File: config.mk
export PLATFORM = sky130hd
export DESIGN_NAME = mcs_fpro_bridge
export DESIGN_NICKNAME = d
export VERILOG_FILES = /design/src/rtl/fpro_bus_pkg.sv /design/src/rtl/fpro_region_dec.sv /design/src/rtl/mcs_fpro_bridge.sv
export SDC_FILE = /design/constraint.sdc
export NUM_CORES = 1
export LEC_CHECK = 0
export ABC_CLOCK_PERIOD_IN_PS = 2700
export CAP_MARGIN = 20
export CORE_ASPECT_RATIO = 0.75
export CORE_MARGIN = 3
export CORE_UTILIZATION = 30
export CTS_CLUSTER_DIAMETER = 120
export CTS_CLUSTER_SIZE = 12
export DETAILED_ROUTE_END_ITERATION = 7
export DONT_BUFFER_PORTS = 1
export GPL_TIMING_DRIVEN = 1
export PLACE_DENSITY = 0.55
export SLEW_MARGIN = 20
export SYNTH_ARGS = -nofsm -noshare
export SYNTH_HDL_FRONTEND = slang
export SYNTH_SLANG_ARGS = --single-unit
File: constraint.sdc
create_clock -name clk -period 2.7 [get_ports clk]
set_input_delay 0.54 -clock clk [delete_from_list [all_inputs] [get_ports clk]]
set_output_delay 0.54 -clock clk [all_outputs]
set_load 0.02 [all_outputs]
File: src/rtl/fpro_bus_pkg.sv
// fpro_bus_pkg
//   Shared types and constants for the MCS-to-FPro bridge.
//   brg_state_t : bridge FSM state encoding
//   FP_ERR_DATA : read data returned with an error response
//   fp_addr_w() : FPro word-address width for a given region count
package fpro_bus_pkg;

    typedef enum logic [2:0] {
        IDLE,
        ISSUE,
        WAIT,
        RESP,
        RESP_ERR
    } brg_state_t;

    localparam logic [31:0] FP_ERR_DATA = 32'hDEAD_BEEF;

    // The region index takes the top bits of the 24-bit window offset,
    // leaving 22 - log2(n_region) bits of word address.
    function automatic int unsigned fp_addr_w(input int unsigned n_region);
        int unsigned rw;
        rw = 0;
        for (int unsigned i = 1; i <= 3; i++) begin
            if ((32'd1 << (i - 1)) < n_region) rw = i;
        end
        return 22 - rw;
    endfunction

endpackage

File: src/rtl/fpro_region_dec.sv
// fpro_region_dec
//   Combinational window-hit and one-hot region decode.
//   addr_i : io_address[31:24-RW] (window byte plus region index bits)
//   hit_o  : address falls inside the bridge window
//   idx_o  : binary region index
//   sel_o  : one-hot region select
module fpro_region_dec #(
    parameter int unsigned  N_REGION = 2,
    parameter logic [31:0]  BRG_BASE = 32'hc000_0000,
    localparam int unsigned RW       = $clog2(N_REGION)
) (
    input  logic [7+RW:0]       addr_i,
    output logic                hit_o,
    output logic [RW-1:0]       idx_o,
    output logic [N_REGION-1:0] sel_o
);

    assign hit_o = (addr_i[7+RW -: 8] == BRG_BASE[31:24]);
    assign idx_o = addr_i[RW-1:0];

    always_comb begin
        sel_o        = '0;
        sel_o[idx_o] = 1'b1;
    end

endmodule

File: src/rtl/mcs_fpro_bridge.sv
// mcs_fpro_bridge
//   Bridge from the MicroBlaze MCS IO bus to the FPro bus with N_REGION
//   chip-select regions, configurable read latency and error responses.
//   clk, reset_n                     : clock, async active-low reset
//   io_addr/read/write_strobe        : MCS request strobes
//   io_address, io_byte_enable       : byte address, byte lanes
//   io_write_data / io_read_data     : MCS data in / response data out
//   io_ready                         : one-cycle completion pulse
//   fp_cs, fp_wr, fp_rd              : FPro select and strobes (ISSUE only)
//   fp_be, fp_addr, fp_wr_data       : FPro request fields (held)
//   fp_rd_data                       : per-region read data
//   err_clr, bus_err, err_addr       : sticky error flag and first address
module mcs_fpro_bridge
    import fpro_bus_pkg::*;
#(
    parameter logic [31:0]  BRG_BASE = 32'hc000_0000,
    parameter int unsigned  N_REGION = 2,
    parameter int unsigned  RD_LAT   = 1,
    localparam int unsigned RW       = $clog2(N_REGION),
    localparam int unsigned ADDR_W   = fp_addr_w(N_REGION)
) (
    input  logic                      clk,
    input  logic                      reset_n,
    input  logic                      io_addr_strobe,
    input  logic                      io_read_strobe,
    input  logic                      io_write_strobe,
    input  logic [31:0]               io_address,
    input  logic [3:0]                io_byte_enable,
    input  logic [31:0]               io_write_data,
    output logic [31:0]               io_read_data,
    output logic                      io_ready,
    output logic [N_REGION-1:0]       fp_cs,
    output logic                      fp_wr,
    output logic                      fp_rd,
    output logic [3:0]                fp_be,
    output logic [ADDR_W-1:0]         fp_addr,
    output logic [31:0]               fp_wr_data,
    input  logic [N_REGION-1:0][31:0] fp_rd_data,
    input  logic                      err_clr,
    output logic                      bus_err,
    output logic [31:0]               err_addr
);

    brg_state_t          state_q, state_d;
    logic [1:0]          cnt_q, cnt_d;
    logic                is_wr_q;
    logic [RW-1:0]       idx_q;
    logic [N_REGION-1:0] cs_q;
    logic [ADDR_W-1:0]   addr_q;
    logic [3:0]          be_q;
    logic [31:0]         wdata_q;
    logic [31:0]         rdata_q;
    logic                bus_err_q;
    logic [31:0]         err_addr_q;

    logic                dec_hit;
    logic [RW-1:0]       dec_idx;
    logic [N_REGION-1:0] dec_sel;
    logic                req_ok;
    logic                accept;
    logic                sample;
    logic                err_evt;

    fpro_region_dec #(
        .N_REGION (N_REGION),
        .BRG_BASE (BRG_BASE)
    ) u_dec (
        .addr_i (io_address[31:24-RW]),
        .hit_o  (dec_hit),
        .idx_o  (dec_idx),
        .sel_o  (dec_sel)
    );

    assign req_ok = io_addr_strobe && (io_read_strobe ^ io_write_strobe) && dec_hit;

    always_ff @(posedge clk or negedge reset_n) begin
        if (!reset_n) begin
            state_q <= IDLE;
            cnt_q   <= '0;
        end else begin
            state_q <= state_d;
            cnt_q   <= cnt_d;
        end
    end

    always_comb begin
        state_d      = state_q;
        cnt_d        = cnt_q;
        accept       = 1'b0;
        sample       = 1'b0;
        err_evt      = 1'b0;
        fp_cs        = '0;
        fp_wr        = 1'b0;
        fp_rd        = 1'b0;
        io_ready     = 1'b0;
        io_read_data = '0;
        case (state_q)
            IDLE: begin
                if (io_addr_strobe) begin
                    if (req_ok) begin
                        accept  = 1'b1;
                        state_d = ISSUE;
                    end else begin
                        err_evt = 1'b1;
                        state_d = RESP_ERR;
                    end
                end
            end
            ISSUE: begin
                fp_cs = cs_q;
                fp_wr = is_wr_q;
                fp_rd = !is_wr_q;
                if (is_wr_q) begin
                    state_d = RESP;
                end else if (RD_LAT == 0) begin
                    sample  = 1'b1;
                    state_d = RESP;
                end else begin
                    cnt_d   = 2'(RD_LAT - 1);
                    state_d = WAIT;
                end
            end
            WAIT: begin
                if (cnt_q == '0) begin
                    sample  = 1'b1;
                    state_d = RESP;
                end else begin
                    cnt_d = cnt_q - 2'd1;
                end
            end
            RESP: begin
                io_ready     = 1'b1;
                io_read_data = rdata_q;
                state_d      = IDLE;
            end
            RESP_ERR: begin
                io_ready     = 1'b1;
                io_read_data = FP_ERR_DATA;
                state_d      = IDLE;
            end
            default: state_d = IDLE;
        endcase
        // A strobe while busy is flagged but never disturbs the transfer.
        if (state_q != IDLE && io_addr_strobe) err_evt = 1'b1;
    end

    always_ff @(posedge clk or negedge reset_n) begin
        if (!reset_n) begin
            is_wr_q    <= 1'b0;
            idx_q      <= '0;
            cs_q       <= '0;
            addr_q     <= '0;
            be_q       <= '0;
            wdata_q    <= '0;
            rdata_q    <= '0;
            bus_err_q  <= 1'b0;
            err_addr_q <= '0;
        end else begin
            if (accept) begin
                is_wr_q <= io_write_strobe;
                idx_q   <= dec_idx;
                cs_q    <= dec_sel;
                addr_q  <= io_address[23-RW:2];
                be_q    <= io_byte_enable;
                wdata_q <= io_write_data;
                rdata_q <= '0;
            end
            if (sample) rdata_q <= fp_rd_data[idx_q];
            // A new error outranks a simultaneous clear, so it re-captures.
            if (err_evt) begin
                bus_err_q <= 1'b1;
                if (!bus_err_q || err_clr) err_addr_q <= io_address;
            end else if (err_clr) begin
                bus_err_q <= 1'b0;
            end
        end
    end

    assign fp_addr    = addr_q;
    assign fp_be      = be_q;
    assign fp_wr_data = wdata_q;
    assign bus_err    = bus_err_q;
    assign err_addr   = err_addr_q;

endmodule
After elaboration in Yosys (flattened, before gate mapping)
Index checks and enable logic that the tools add are counted.

$add $sub $neg: 1. $lt $le $gt $ge: 3. Equal/unequal tests: 9. Mux-type cells: 30. Bitwise gates (word level): 1. Reductions and logical operators: 17.

Operators by type and width (number): $mux W32 (4); $pmux W32 S2 (1); $mux W1 (16); $mux W3 (3); $pmux W3 S3 (1); $eq A8 B8 Y1 const B (1); $ne A2 B2 Y1 const B (4); $eq A3 B2 Y1 const B (2); $mux W2 (3); $reduce_bool A2 Y1 (3); $logic_and A1 B1 Y1 (4); $lt A1 B2 Y1 const B (2); $pmux W2 S2 (1); $reduce_and A2 Y1 (2); $eq A3 B1 Y1 const B (1); $eq A3 B3 Y1 const B (1); $logic_not A3 Y1 (1); $reduce_and A3 Y1 (1); $reduce_bool A3 Y1 (1); $logic_not A1 Y1 (2); $logic_not A2 Y1 (1); $reduce_or A2 Y1 (1); $sub A2 B1 Y2 const B (1); $demux W1 S1 (1); 3 further kinds (3).

Register bits after elaboration: 131. Bits of input ports: 138. Output and inout bits: 127. Word-level logic and storage cells: 72.

Depth between registers and ports, before layout
Gate-level depths: netlist of the first run.

Word-level depth: 8. Mapped depth: 6. Depth with buffers taken out: 5.

Modules after synthesis
From an unflattened synthesis of the first run, not the netlist that was laid out.

Cells, all modules: 426. Area, all modules: 5661.7 um^2.

By module, submodules not included: mcs_fpro_bridge (times used 1, cells each 420, area each 5619.1 um^2, sequential area each 3278.1 um^2); fpro_region_dec (times used 1, cells each 6, area each 42.5 um^2, sequential area each 0.0 um^2).

Worst setup path after synthesis of the first run
No wires, ideal clock.

Path kind: input to register. Start: input io_address[27]. End: register addr_q[0], in the netlist fp_addr[0]. Setup time: 125 ps. Arrival time: 2336 ps. Data required time: 2575 ps. Setup slack: 239 ps. Stages on the path: 4. Path buffers: 1. Cell sequence: or4_1 -> nor4_4 -> buf_6 -> mux2_4.

Word-level cells in the longest chain between the ends: 5.

RTL lines: start, declared (RTL line mcs_fpro_bridge.sv:27) `input logic [31:0] io_address,`; $eq A8 B8 Y1 (RTL line fpro_region_dec.sv:18) `assign hit_o = (addr_i[7+RW -: 8] == BRG_BASE[31:24]);`; $logic_and A1 B1 Y1 (RTL line mcs_fpro_bridge.sv:74) `assign req_ok = io_addr_strobe && (io_read_strobe ^ io_write_strobe) && dec_hit;`; $mux W1 (RTL line mcs_fpro_bridge.sv:100) `if (req_ok) begin`; $mux W1 (RTL line mcs_fpro_bridge.sv:99) `if (io_addr_strobe) begin`; $mux W1 (RTL line mcs_fpro_bridge.sv:97) `case (state_q)`; end signal, assigned (RTL line mcs_fpro_bridge.sv:163) `addr_q <= io_address[23-RW:2];`; end, declared (RTL line mcs_fpro_bridge.sv:49) `logic [ADDR_W-1:0] addr_q;`.

Every way passes these cells. A chain may end at the register's enable or synchronous reset.

Worst setup path in the final report of the first run
Start: register state_q[0]. End: output fp_rd.

Word-level cells in the longest chain between the ends: 2.

RTL lines: start, declared (RTL line mcs_fpro_bridge.sv:44) `brg_state_t state_q, state_d;`; start signal, assigned (RTL line mcs_fpro_bridge.sv:81) `state_q <= state_d;`; $eq A3 B1 Y1 (RTL line mcs_fpro_bridge.sv:97); $mux W1 (RTL line mcs_fpro_bridge.sv:97); end, declared (RTL line mcs_fpro_bridge.sv:34) `output logic fp_rd,`.

Every way passes these cells.

==> summary.md, run 1 <==
| Metric | Value |
|---|---|
| Clock sink count | `130` |
| Reg clk slew, reported paths | `60 ps` |
| Net count after synthesis | `569` |
| Pre-antenna DRT Iters | `5` |
| Die width | `~170 um` |
| Arrival time at the worst endpoint | `1870 ps` |
| Met2 WL | `6292 um` |
| Vias | `3304` |
| Max_slew headroom | `60.33%` |
| Worst min path class | `in2async` |
| Max Cap Viol | `0` |
| # resized after CTS | `0` |
| Cells after Synth | `430` |
| IO buf count | `0` |
| First-pass GRT wire length | `between 20000 and 25000 um` |
| H-tree depth | `4` |
| Critical Path RT | `approximately 2200 ps` |
| Antenna violations before repair | `0` |
| Post-synth top cells | `130 x dfrtp_1, 43 x mux2_2, 40 x mux2_4` |
| Antenna Violating Nets Remaining | `0` |
| Post-Place Cell Area | `0.006013 mm2` |
| Root buffer cell | `clkbuf_16` |
| Synth cell types | `35` |
| RePlAce Congestion | `0.7067` |
| Hpwl dp | `between 9000 and 10000 um` |
| Final Setup Violations | `0` |
| Finished layout cell area | `0.006638 mm2` |
| Total Nets Final | `565` |
| Synth-to-layout area growth | `14.46%` |
| Rows | `43` |
| Synth top area share | `56.09%` |
| Final WS setup | `291.2 ps` |
| Grt total ovfl | `0` |
| Largest net degree at the start of global routing | `131` |
| Iteration-0 DRC Markers | `130` |
| Clock insertion delay at the later pin of the skew report | `410 ps` |
| Die area | `about 0.021 mm2` |
| Core Area | `around 0.019 mm2` |
| Post-route minimum period | `2409 ps` |
| Post-CTS setup buffers | `0` |
| Synth top area cells | `dfrtp_1 56%, mux2_4 10%, mux2_2 8.3%, mux2i_1 5.5%, o22ai_1 3.5%` |
| Die Ht | `between 100 and 150 um` |
| Final Routed Wirelength | `13060 um` |
| YS warnings | `0` |
| Post-synth top area cell | `dfrtp_1` |
| Final hold slack | `-172.6 ps` |
| Clock Tree Buf Depth | `2` |
| Place WS | `around 120 ps` |
| Slew Viols, Final | `0` |
| Share of cells above drive strength 1 | `28.93%` |
| DRC viols | `0` |
| Starting Density | `30.97%` |
| Vias/cell | `4.816` |
| Post-synthesis sequential area ratio | `between 50% and 60%` |
| Post-synth ARST share | `100.0%` |
| Critical Path End Type | `output pin` |
| Pwr Density | `744.4 mW/mm2` |
| Avg WL per Cell | `19.04 um` |
| Final Skew | `between 6 and 7 ps` |
| TritonCTS clock tree | `done` |
| Fill count | `1838` |
| Violated checks | `hold timing` |
| Least-Margin Pin Slew | `593.6 ps` |
| Total Power | `4941 uW` |
| GRT Util Overall | `12.25%` |
| Tcrit/Tclk final | `89.22%` |
| RSZ-0062 raised after global routing | `no` |
| Post-synth EDFFs | `0` |
| Uppermost layer routed | `met4` |
| Mapped Avg Cell Area | `13.49 um2` |
| Most numerous cell in the Yosys netlist | `dfrtp_1` |
| I/O pin cnt | `265` |
| #FFs+latches synth | `130` |
| ANT cells | `0` |
| Vias in the first global route | `3552` |
| Multi-input gate area | `0.002357 mm2` |
| Status | `finished with violations` |
| FF/Latch Area | `0.003254 mm2` |
| Met3 WL | `1153 um` |
| Peak Freq | `between 0.4 and 0.5 GHz` |
| Peak supply drop | `276.4 uV` |
| Leak | `approximately 0.0033 uW` |
| Final hold vios | `between 100 and 150` |
| Crit start category | `flip-flop` |
| Total negative slack | `0 ps` |
| Type of the worst setup path | `reg2out` |
| Commonest register cell after synthesis | `dfrtp_1` |
| Crit Path Max Fanout | `11` |
| M1 wire length | `5464 um` |
| TritonCTS buffer count | `17` |
| Final core occ | `roughly 35%` |
| Cell Area, Synth | `around 0.0058 mm2` |
[final timing paths]
kind                                     start             end  slack (ps)  cells after the start
worst max-delay path                state_q[0]           fp_rd         290                      2
worst min-delay path                   reset_n     rdata_q[22]        -170                      0
worst max register to register      state_q[2]  fp_wr_data[18]         360                      4
worst min register to register         cs_q[0]         cs_q[0]         490                      1
max in group asynchronous              reset_n    err_addr[18]        2620                      0
min in group clk                io_address[21]     fp_addr[19]         270                      1
[cell families (layout without fill, tap and decap cells)]
group           count (synthesis)  after routing  share of synthesized area [%]
flops                         130            130                          56.09
buf+inv                        36             45                          3.560
xor+xnor                        1              1                         0.1511
mux                           122            122                          25.59
compound gates                 66             66                          7.746
fa+ha+maj                       1              1                         0.2157
simple gates                   74             74                          6.645
[state kept, by name, summed over array words and instances, names as in the netlist]
name        flops
fp_addr        21
is_wr_q         1
cnt_q           2
fp_be           4
idx_q           1
state_q         3
fp_wr_data     32
cs_q            1
bus_err         1
err_addr       32
rdata_q        32
[cells in the final DEF, fill, tap and decap left out, types with 2 or more instances in the layout]
master,count
nor3b_1,3
mux2_2,43
inv_1,6
clkbuf_16,17
clkinvlp_4,3
clkinv_2,4
and2_1,12
clkbuf_8,2
mux2_4,40
a21o_1,24
o31a_1,2
buf_12,2
nand2_1,37
bufinv_16,3
buf_4,4
dfrtp_1,129
clkbuf_1,3
nor2_1,6
mux2_1,7
mux2i_1,32
nor2b_1,2
o22ai_1,32
o21ai_0,4
[metrics by stage]
stage | hold WS, ps | std cells
after floorplan | 244.4 | 430
after global placement | 247.4 | 653
after detailed placement | 248.4 | 653
after CTS | -201.8 | 685
after global routing | -214.2 | 686
final | -172.6 | 686
[power by group]
| group | total [uW] | switching [uW] | internal (uW) |
|---|---|---|---|
| clock | 2310 | 818 | 1490 |
| combinational | 313 | 151 | 161 |
| sequential | 2320 | 220 | 2100 |
| total | 4940 | 1190 | 3750 |
[cell type report]
cell class | count | share of cell area [%]
sequential | 130 | 49.03
timing repair buffer | 7 | 1.470
tap | 247 | 4.656
inverter | 6 | 0.3393
clock inverter | 10 | 1.998
multi-input combinational | 264 | 35.51
clock buffer | 22 | 6.993
[critical path, cell delays in order, from the launching register on]
cell and delay, ps:
dfrtp_1 510, nor3b_1 500, nor2b_1 450
[layer usage]
layer	GRT usage, %	vias up
met5	0	-
met4	3.783	0
met3	6.075	10
met2	18.91	139
met1	15.19	1638
li1	-	1517
No activity file was read; power rests on OpenSTA's default activity.
==> run 2, diff against run 1 <==
Settings changed: CORE_ASPECT_RATIO 0.75 to 1.5, CTS_BUF_LIST set to sky130_fd_sc_hd__clkbuf_4 sky130_fd_sc_hd__clkbuf_8, SLEW_MARGIN 20 to 30.
==> summary.md, run 2 (synthesis results as in run 1) <==
| Metric | Value |
|---|---|
| Type of the worst setup path | `reg2out` |
| Die area | `0.02107 mm2 (about the same)` |
| Clock sink count | `130 (unchanged)` |
| Avg WL per Cell | `19.78 um (+3.9%)` |
| Arrival time at the worst endpoint | `1890 ps (+20 ps)` |
| Clock Power Share | `40.9% (-5.9 points)` |
| Internal power | `3296 uW (-12%)` |
| Critical Path RT | `2160 ps (about the same)` |
| Rows | `61 (+42%)` |
| Sw Pwr | `1139 uW (-4.2%)` |
| Final hold slack | `-195.3 ps (-22.70 ps)` |
| I/O pin cnt | `265 (unchanged)` |
| Vias in the first global route | `3623 (+2.0%)` |
| Final Routed Wirelength | `13670 um (+4.6%)` |
| Tcrit/Tclk final | `89.88% (+0.67 points)` |
| Total negative slack | `0 ps (unchanged)` |
| TritonCTS buffer count | `17 (unchanged)` |
| Clock insertion delay at the later pin of the skew report | `420 ps (about the same)` |
| Slew Viols, Final | `0 (unchanged)` |
| GRT Util Overall | `12.80% (+0.55 points)` |
| Pwr Density | `683.6 mW/mm2 (-8.2%)` |
| Vias | `3397 (+2.8%)` |
| Post-route minimum period | `2427 ps (+18.08 ps)` |
| Most frequent cells in the layout | `129 x dfrtp_1, 43 x mux2_2, 40 x mux2_4` |
| ANT cells | `0 (unchanged)` |
| Violated checks | `hold timing` |
| Reg clk slew, reported paths | `80 ps (+20 ps)` |
| # resized after CTS | `0 (unchanged)` |
| Flop pwr share | `52.2% (+5.3 points)` |
| Root buffer cell | `clkbuf_8` |
| IO buf count | `0 (unchanged)` |
| Comb power frac | `6.9% (+0.6 points)` |
| H-tree depth | `4 (unchanged)` |
| FF/Latch Area | `0.003254 mm2 (unchanged)` |
| Peak supply drop | `272.5 uV (-1.4%)` |
| Final hold vios | `130 (unchanged)` |
| DRC viols | `0 (unchanged)` |
| Crit Path Max Fanout | `11 (unchanged)` |
| Max_slew headroom | `62.13% (+1.8 points)` |
| Antenna Violating Nets Remaining | `0 (unchanged)` |
| Iteration-0 DRC Markers | `94 (-28%)` |
| Leak | `0.003281 uW (-2.0%)` |
| Most common cell after layout, fill and taps aside | `dfrtp_1` |
| Critical Path End Type | `output pin` |
| Peak Freq | `0.4121 GHz (-0.75%)` |
| Grt total ovfl | `0 (unchanged)` |
| Share of cells above drive strength 1 | `29.61% (+0.68 points)` |
| Total Nets Final | `565 (unchanged)` |
| Status | `finished with violations` |
| Multi-input gate area | `0.002357 mm2 (unchanged)` |
| Starting Density | `30.89% (-0.087 points)` |
| Final Setup Violations | `0 (unchanged)` |
| Die Ht | `176.3 um (+39%)` |
| Cells after DPL | `659 (+0.92%)` |
| Least-Margin Pin Slew | `568.1 ps (-25.51 ps)` |
| First-pass GRT wire length | `21110 um (+4.0%)` |
| Layout Cells excl Fill | `691 (+0.73%)` |
| Fill count | `1891 (+2.9%)` |
| Antenna violations before repair | `1 (+1)` |
| RSZ-0062 raised after global routing | `no` |
| Crit start category | `flip-flop` |
| Vias/cell | `4.916 (+2.1%)` |
| Post-CTS setup buffers | `0 (unchanged)` |
| RePlAce Congestion | `0.7094 (+0.38%)` |
| Max Cap Viol | `0 (unchanged)` |
| Clock Tree Buf Depth | `2 (unchanged)` |
| Final Skew | `12.55 ps (+6.260 ps)` |
| Hpwl dp | `9744 um (+6.7%)` |
| Worst min path class | `in2async` |
| Total Power | `4435 uW (-10%)` |
| Core Area | `0.01878 mm2 (+0.28%)` |
| Largest net degree at the start of global routing | `131 (unchanged)` |
| Synth-to-layout area growth | `11.87%` |
| Pre-antenna DRT Iters | `4 (-1)` |
| Die width | `119.5 um (-28%)` |
| Switch share | `25.69% (+1.6 points)` |
| TritonCTS clock tree | `done` |
## run 2: cell types whose count changed in the layout (fill, tap and decap cells not counted)
| cell | previous run | this run |
|---|---|---|
| clkinvlp_4 | 3 | 2 |
| bufinv_16 | 3 | 4 |
| clkbuf_4 | 0 | 1 |
| clkbuf_1 | 3 | 0 |
| clkinv_4 | 0 | 4 |
| clkbuf_16 | 17 | 0 |
| clkbuf_8 | 2 | 18 |
| clkinv_2 | 4 | 3 |
## run 2: final timing paths
kind	from	to	slack [ps]	depth (start not counted)
min in group clk	io_address[18]	fp_addr[16]	250	1
worst min-delay path	reset_n	rdata_q[19]	-200	0
worst max-delay path	state_q[0]	fp_rd	270	2
max in group asynchronous	reset_n	err_addr[13]	2730	0
worst max register to register	state_q[2]	fp_wr_data[20]	380	4
worst min register to register	cs_q[0]	cs_q[0]	490	1
## run 2: power groups by stage
stage | clock network (uW) | registers (uW) | logic, uW
global placement | 0 | 2350 | 296
detailed placement | 0 | 2350 | 312
global route | 1980 | 2330 | 337
CTS | 1900 | 2320 | 312
finish | 1810 | 2310 | 307
floorplan | 0 | 2310 | 270
## run 2: layout make-up
class,instances,share of cell area [%]
Sequential cell,130,50.16
Timing Repair Buffer,7,1.504
Inverter,6,0.3472
Clock inverter,13,2.854
Multi-Input combinational cell,264,36.34
Clock buffer,19,3.934
Tap cell,252,4.860
## run 2: worst max-delay path: stages, from the launching register on
cell and delay (ps):
dfrtp_1 540, nor3b_1 460, nor2b_1 460
## run 2: per-layer routing
| metal | vias to the layer above | wire [um] | track usage [%] |
|---|---|---|---|
| met5 | - | 13 | 0 |
| met4 | 2 | 214 | 4.634 |
| met3 | 15 | 1371 | 6.314 |
| met2 | 179 | 6933 | 21.25 |
| met1 | 1681 | 5135 | 14.20 |
| li1 | 1520 | - | - |
## run 2: per-stage QoR
step / setup slack (ps) / hold WS (ps) / instance area [um2] / utilization (%)
3_5_place_dp: 128.9 / 248.4 / 6047 / 32.21
6_report: 273.1 / -195.3 / 6487 / 34.55
4_1_cts: 223.4 / -239.6 / 6487 / 34.55
5_1_grt: 69.54 / -244.4 / 6487 / 34.55
2_1_floorplan: 239.3 / 244.4 / 5799 / -
3_3_place_gp: 190.1 / 247.7 / 6020 / 32.06
